`config.mk`:
```
export PLATFORM = sky130hd
export DESIGN_NAME = blk_com_dpram_rd_ctrl
export DESIGN_NICKNAME = d
export VERILOG_FILES = /design/src/rtl/blk_com_dpram_rd_ctrl.sv
export SDC_FILE = /design/constraint.sdc
export NUM_CORES = 1
export LEC_CHECK = 0
export ABC_AREA = 1
export CAP_MARGIN = 20
export CELL_PAD_IN_SITES_DETAIL_PLACEMENT = 2
export CELL_PAD_IN_SITES_GLOBAL_PLACEMENT = 2
export CORE_MARGIN = 2
export CORE_UTILIZATION = 32
export DETAILED_ROUTE_END_ITERATION = 10
export HOLD_SLACK_MARGIN = 0.02
export PLACE_DENSITY = 0.85
export SLEW_MARGIN = 20
export SYNTH_ARGS = -nofsm -noshare
export SYNTH_HDL_FRONTEND = slang
export SYNTH_SLANG_ARGS = --single-unit
```
`constraint.sdc`:
```
create_clock -name clkb -period 5.3 [get_ports clkb]
set_input_delay 1.59 -clock clkb [delete_from_list [all_inputs] [get_ports clkb]]
set_output_delay 1.59 -clock clkb [all_outputs]
set_load 0.1 [all_outputs]
```
`src/rtl/blk_com_dpram_rd_ctrl.sv`:
```
// Read-side controller for the delay DPRAM (port B): waits for a programmed fill depth,
// then drains words in address order through a credit-limited skid FIFO onto a stream.
module blk_com_dpram_rd_ctrl #(
    parameter int AW     = 15,
    parameter int DW     = 34,
    parameter int RD_LAT = 2,
    parameter int SKID_D = 4
) (
    input  logic          clkb,
    input  logic          rstb_n,
    input  logic [AW-1:0] cfg_dly,
    input  logic          cfg_en,
    input  logic [AW:0]   wr_ptr,
    output logic          ram_enb,
    output logic [AW-1:0] ram_addrb,
    output logic          ram_rstb,
    input  logic [DW-1:0] ram_doutb,
    output logic          o_valid,
    output logic [DW-1:0] o_data,
    input  logic          i_ready,
    output logic [AW:0]   rd_ptr,
    output logic [AW:0]   fill,
    output logic          err_unf,
    output logic          err_ovf,
    output logic [1:0]    dbg_state
);

    // Output stream: o_valid/o_data present a word; it is consumed on the edge where
    // o_valid & i_ready; o_data never changes while o_valid is high and the word is unaccepted.

    localparam int CW = $clog2(SKID_D + 1);
    localparam int IW = (SKID_D > 1) ? $clog2(SKID_D) : 1;
    localparam int UW = $clog2(SKID_D + RD_LAT + 1);

    typedef enum logic [1:0] {
        ST_IDLE  = 2'd0,
        ST_FILL  = 2'd1,
        ST_RUN   = 2'd2,
        ST_FLUSH = 2'd3
    } state_t;

    state_t          state;
    state_t          state_nxt;
    logic            set_unf;
    logic [AW-1:0]   dly_r;
    logic [RD_LAT-1:0] vld_sr;
    logic [DW-1:0]   skid_mem [SKID_D];
    logic [IW-1:0]   wr_idx;
    logic [IW-1:0]   rd_idx;
    logic [CW-1:0]   skid_cnt;
    logic [UW-1:0]   used;
    logic            push;
    logic            pop;

    function automatic logic [IW-1:0] idx_inc(input logic [IW-1:0] i);
        return (i == IW'(SKID_D - 1)) ? '0 : i + 1'b1;
    endfunction

    assign fill      = wr_ptr - rd_ptr;
    assign ram_addrb = rd_ptr[AW-1:0];
    assign ram_rstb  = ~rstb_n | (state == ST_FLUSH);
    assign o_valid   = (skid_cnt != '0);
    assign o_data    = skid_mem[rd_idx];
    assign dbg_state = state;
    assign push      = vld_sr[RD_LAT-1];
    assign pop       = o_valid & i_ready;

    // Credits: words already in the skid plus reads still travelling through the RAM.
    always_comb begin
        used = UW'(skid_cnt);
        for (int i = 0; i < RD_LAT; i++) begin
            used = used + UW'(vld_sr[i]);
        end
    end

    assign ram_enb = (state == ST_RUN) && (fill != '0) && (used < UW'(SKID_D));

    always_comb begin
        state_nxt = state;
        set_unf   = 1'b0;
        case (state)
            ST_IDLE: begin
                if (cfg_en) state_nxt = ST_FILL;
            end
            ST_FILL: begin
                if (!cfg_en)                    state_nxt = ST_FLUSH;
                else if (fill >= {1'b0, dly_r}) state_nxt = ST_RUN;
            end
            ST_RUN: begin
                if (!cfg_en) begin
                    state_nxt = ST_FLUSH;
                end else if (fill == '0) begin
                    state_nxt = ST_FILL;
                    set_unf   = 1'b1;
                end
            end
            ST_FLUSH: state_nxt = ST_IDLE;
            default:  state_nxt = ST_IDLE;
        endcase
    end

    always_ff @(posedge clkb) begin
        if (!rstb_n) begin
            state    <= ST_IDLE;
            dly_r    <= '0;
            rd_ptr   <= '0;
            vld_sr   <= '0;
            wr_idx   <= '0;
            rd_idx   <= '0;
            skid_cnt <= '0;
            err_unf  <= 1'b0;
            err_ovf  <= 1'b0;
            for (int i = 0; i < SKID_D; i++) skid_mem[i] <= '0;
        end else begin
            state <= state_nxt;
            if (state == ST_IDLE && cfg_en) dly_r <= cfg_dly;
            if (set_unf) err_unf <= 1'b1;
            if (fill[AW] && (fill[AW-1:0] != '0)) err_ovf <= 1'b1;

            if (state == ST_FLUSH) begin
                // Pending returns and buffered words are abandoned; restart at the writer.
                rd_ptr   <= wr_ptr;
                vld_sr   <= '0;
                wr_idx   <= '0;
                rd_idx   <= '0;
                skid_cnt <= '0;
            end else begin
                if (ram_enb) rd_ptr <= rd_ptr + 1'b1;
                vld_sr[0] <= ram_enb;
                for (int i = 1; i < RD_LAT; i++) vld_sr[i] <= vld_sr[i-1];
                if (push) begin
                    skid_mem[wr_idx] <= ram_doutb;
                    wr_idx           <= idx_inc(wr_idx);
                end
                if (pop) rd_idx <= idx_inc(rd_idx);
                case ({push, pop})
                    2'b10:   skid_cnt <= skid_cnt + 1'b1;
                    2'b01:   skid_cnt <= skid_cnt - 1'b1;
                    default: skid_cnt <= skid_cnt;
                endcase
            end
        end
    end

    skid_no_overflow: assert property (@(posedge clkb) disable iff (!rstb_n)
        (push && !pop && state != ST_FLUSH) |-> (skid_cnt < CW'(SKID_D)));

endmodule
```
### Yosys cells after proc, flatten, opt, wreduce, memory -nomap -nowiden

Memories as Yosys holds them, arrays and structs flattened. A register that Yosys moved wholly into a read port is not among the register bits.
Index checks and enable logic that the tools add are counted.

| storage, ports and cells | value |
|---|---|
| register bits | 44 |
| memory bits (writable) | 136 |
| memories kept | 1 |

Memories:

| name | depth | width | read ports | clocked after Yosys merged registers in | write ports | RTL line | text |
|---|---|---|---|---|---|---|---|
| skid_mem | 4 | 34 | 1 | 1 | 4 | 47 | `logic [DW-1:0] skid_mem [SKID_D];` |

| operators by class | value |
|---|---|
| add/subtract/negate cells | 8 |
| $lt $le $gt $ge | 2 |
| equal/unequal tests | 10 |
| mux-type cells | 24 |
| bitwise gates (word level) | 3 |
| reduce and logical (&&, ||, !) cells | 14 |

Operator list:

| kind | count |
|---|---|
| 34-bit two-way mux | 1 |
| 34-bit OR reduction | 1 |
| 16-bit two-way mux | 2 |
| 2-bit two-way mux | 10 |
| 16-bit by 1-bit adder with 16-bit output, second input constant | 1 |
| 16-bit by 15-bit greater-or-equal comparator with 1-bit output | 1 |
| 16-bit logical NOT | 1 |
| 16-bit nonzero test | 1 |
| 16-bit subtractor | 1 |
| 15-bit nonzero test | 1 |
| 2-bit == test, second input constant | 5 |
| 1-bit two-way mux | 9 |
| 2-bit case mux with 4 select lines | 1 |
| 3-bit by 1-bit adder with 3-bit output | 2 |
| 3-bit case mux with 2 select lines | 1 |
| 2-bit by 1-bit adder with 2-bit output, second input constant | 2 |
| 2-bit by 1-bit == test with 1-bit output, second input constant | 2 |
| 1-bit logical AND | 4 |
| 2-bit nonzero test | 2 |
| 3-bit by 1-bit adder with 3-bit output, second input constant | 1 |
| 3-bit < comparator, second input constant | 1 |
| 3-bit by 2-bit inequality test with 1-bit output, second input constant | 1 |
| 3-bit inequality test, second input constant | 1 |
| 3-bit AND reduction | 1 |
| other kinds (8) | 8 |

### Depth between registers and ports, before layout

| depth | value |
|---|---|
| depth in word-level cells | 6 |
| gate-level depth with buffers | 23 |
| mapped depth without buffers | 23 |

### Worst setup path after synthesis

No wires, ideal clock.

| timing | value |
|---|---|
| kind | input-to-output |
| start | input wr_ptr[0] |
| end | output ram_enb |
| arrival | 5.098 ns |
| required time | 3.710 ns |
| slack | -1.388 ns |
| cell stages on the path | 12 |
| buffers on the path | 0 |
| path through | inv_1 ha_1 fa_1 nand3b_1 nand2_2 xor2_1 inv_1 nand2_1 nor3_2 nand3_2 nand3_2 inv_1 |

| between the ends | value |
|---|---|
| cells in the longest elaborated chain, start to end | 4 |

Ends and longest elaborated chain:

| what | RTL line | text |
|---|---|---|
| start, declared | 13 | `input logic [AW:0] wr_ptr,` |
| 16-bit subtractor | 59 | `assign fill = wr_ptr - rd_ptr;` |
| via fill[4] | 22 | `output logic [AW:0] fill,` |
| 16-bit nonzero test | 76 | `assign ram_enb = (state == ST_RUN) && (fill != '0) && (used < UW'(SKID_D));` |
| 1-bit logical AND (2 in a row) | 76 |  |
| end, declared | 14 | `output logic ram_enb,` |

The timed path passes the listed nets, and every way through them passes these cells.

### Worst setup path in the final report

| timing | value |
|---|---|
| start | input wr_ptr[0] |
| end | output ram_enb |

| between the ends | value |
|---|---|
| cells in the longest elaborated chain, start to end | 4 |

Ends and longest elaborated chain:

| what | RTL line |
|---|---|
| 16-bit subtractor | 59 |
| 16-bit nonzero test | 76 |
| 1-bit logical AND (2 in a row) | 76 |

Every way passes these cells.

==> impl_metrics.toml <==
[clock_network]
clock-sinks = 182
htree_levels = 4
cts_root_buf = "clkbuf_16"
cts_tree = "built"
clock_latency_ns = 0.45
postCtsHoldBufs = 0
cts_inserted_buffers = 17
clk_pin_slew_ns = 0.08
cts.path.max_buffers = 2

[grt]
grt-ovfl-total = 0
grt_first_pass_wirelength_um = 61800
grt_start_max_net_pins = 69
antenna_found_initial = 2
grt_use_total_pct = 26.8
grt_pass1_vias = 10200

[place]
gp_congestion = 0.794
dp_slack_ns = -0.965
placedCellCount = 1637
dpl.hpwl_um = 25200
portBuffers = 156

[job]
cap_violations = 0

[critical_path]
path_max_fanout = 3
crit_type = "in2out"
worstPathArrival_ns = 4.02
slowest_delay_ns = 0.40
r2r-end = "dbg_state[0]"
regToRegSetupSlack_ns = 1.37
r2r_start = "rd_ptr[5]"
start_kind = "primary input"
r2r_cells = 25
crit_chain = "buf_12 -> inv_12 -> ha_4 -> fa_2 -> nand3b_1 -> nand2_2 -> nand2_2 -> nand2_4 -> xor2_4 -> nand2_4 -> nor3_4 -> nand3_4 -> nand3_4 -> clkinvlp_4 -> buf_12"
end_kind = "primary output"
cpMaxStageDelayCell = "fa_2"
critPathRequiredTime_ns = 3.71

[drt]
drc_errors = 0
via_per_inst = 5.28
drt_iter0_drc = 538
num_vias = 8912
first_pass_iters = 5
drt_wl_total_um = 41200
postRouteAntennaNets = 0
wl_per_cell_um = 24.4

[timing]
relSlewSlack_pct = 27.1
period_needed_ns = 5.61
finalClockSkew_ns = 0.0144
grt_setup_unrepaired = "true"
period_share_pct = 106
hold_viol_final = 0
drv_slew = 0
setup_viol = 2
fmax_ghz = 0.178
fin_ws_ns = -0.308
worst_pin_slew_ns = 1.09

[synthesis]
ys_ff_latch = 182
ys_async_sr_fraction_pct = 0
synth.avg_cell_area_um2 = 8.69
synth_most_common_cell = "nor2_1"
synth_commonest_cells = "nor2_1 (272), edfxtp_1 (136), inv_1 (134), nand2_1 (106), o21ai_0 (103)"
synth_seq_area_share_pct = 53.1
netlist_area_um2 = 9420
synth_ff_type = "edfxtp_1"
netlist_instances = 1084
synth_top_area_cell = "edfxtp_1"
synth_top_cell_area_share_pct = 43.3
yosys.cell_types.count = 40
syn_nets = 1190
synth-edff-count = 136
netlist_top_cells_area = "edfxtp_1 (43%), nor2_1 (11%), dfxtp_1 (9.8%)"
yosys_warnings = 0

[power_and_ir_drop]
p_clk_share_pct = 22.8
powerDensity_nw_per_um2 = 440
seq_power_share_pct = 29.6
p_int_w = 0.00308
cellLeakagePower_nw = 5.52
vdd_drop_max_mv = 0.343
p_sw_w = 0.00263
pwr-share-comb_pct = 47.5
swShare_pct = 46.0

[cells_and_area]
final_cells = 1687
drive_gt1_share_pct = 20.4
nNetsFinal = 1395
synthToLayoutAreaGrowth_pct = 37.5

[min_path]
min_from = "dly_r[11]"
worstHoldEndpoint = "dly_r[11]"
hold_class = "reg2reg"
whs_path_depth = 2

[outcome]
violations = "setup timing"
outcome = "complete, but fails checks"

[floorplanning]
die_y_um = 176
die_x_um = 176
pin_count = 157
core_area_um2 = 28900
placementRows = 62
start_util_pct = 32.7
dieArea_um2 = 30800
## registers in the layout, indices dropped and copies added, names as in the netlist, named ones only
signal	count
err_unf	1
err_ovf	1
dbg_state	2
vld_sr	2
dly_r	15
skid_cnt	3
rd_idx	2
rd_ptr	16
wr_idx	2
skid_mem	136
## how the worst max path moves through the flow
stage	start	to	depth (start not counted)
floorplan	wr_ptr[0]	ram_enb	10
global placement	wr_ptr[0]	ram_enb	16
detailed placement	wr_ptr[0]	ram_enb	16
CTS	wr_ptr[0]	ram_enb	19
global route	wr_ptr[0]	ram_enb	15
finish	wr_ptr[0]	ram_enb	15
## critical path: cells and delay by family
family / cells / cell delay (ns)
buffers and inverters: 4 / 0.39
xor gates and xnor gates: 1 / 0.22
and+or+nand+nor: 8 / 1.23
adders and majority gates: 2 / 0.56
## through the flow
stage / hold slack (ns) / setup TNS (ns) / power (W) / utilization (%) / area, um2
2_1_floorplan: 0.408 / -0.200 / 0.00329 / - / 9510
3_3_place_gp: 0.421 / -1.62 / 0.00404 / 41.3 / 11900
3_5_place_dp: 0.444 / -3.01 / 0.00414 / 41.3 / 11900
4_1_cts: 0.478 / -0.234 / 0.00557 / 44.6 / 12900
5_1_grt: 0.512 / -0.452 / 0.00587 / 44.9 / 13000
6_report: 0.472 / -0.326 / 0.00570 / 44.9 / 13000
## cell usage in the layout, fill, tap and decap left out, types with 3 or more instances in the layout
cell type / count
clkbuf_16: 17
clkinvlp_4: 4
a21oi_1: 34
o22ai_1: 34
clkbuf_2: 4
buf_4: 122
buf_12: 19
o21a_1: 4
ha_4: 13
nor2_2: 4
a21oi_2: 7
nand2_1: 91
nor3_1: 7
dfxtp_1: 45
nand2_4: 6
edfxtp_1: 136
o21ai_1: 10
ha_1: 22
clkdlybuf4s50_1: 90
clkinv_8: 3
nand2_2: 21
nand3_1: 21
clkinv_4: 4
inv_8: 5
xor2_4: 3
o31ai_1: 4
o21ai_0: 103
nand3b_1: 4
nand4_1: 8
a31oi_1: 3
inv_2: 7
dlymetal6s2s_1: 7
xor2_1: 10
nor2_1: 267
nand3_2: 3
nor3_2: 5
inv_1: 126
## cell type report
cell class	count	area [um2]
Clock inverter	14	155
Sequential cell	182	5010
Tap cell	384	480
Fill cell	3083	15900
Multi-Input combinational cell	704	3990
Inverter	138	546
Antenna cell	2	5.00
Clock buffer	17	425
Timing Repair Buffer	246	2350
## cells by family (layout without fill, tap and decap cells)
kind of cell	after synthesis	after routing	synth area share (%)
flip-flops	182	182	53.1
XOR/XNOR	16	16	1.57
other	0	2	0
AO/OA/AOI/OAI	207	207	12.0
AND/OR/NAND/NOR	444	444	19.5
buffers and inverters	198	415	8.74
adder cells (fa/ha/maj)	37	37	5.07
## routing by layer
| layer | part of all wire (%) | global-route usage (%) |
|---|---|---|
| met4 | 4.7 | 12.6 |
| met5 | 0 | 0 |
| met1 | 37 | 28.3 |
| met3 | 3.7 | 4.20 |
| met2 | 54 | 51.6 |
## repair_timing
action                     in CTS  in global routing
setup endpoints to repair      12                  8
gates resized for setup        59                 29
pin swaps                      18                 14
setup buffers                  15                  3
## power by group through the flow
stage / logic (W) / registers, W / clock network [W]
4_1_cts: 0.00258 / 0.00169 / 0.00130
6_report: 0.00271 / 0.00169 / 0.00130
5_1_grt: 0.00281 / 0.00170 / 0.00136
2_1_floorplan: 0.00143 / 0.00186 / 0
3_5_place_dp: 0.00242 / 0.00172 / 0
3_3_place_gp: 0.00233 / 0.00171 / 0
No activity file was read; power rests on OpenSTA's default activity.
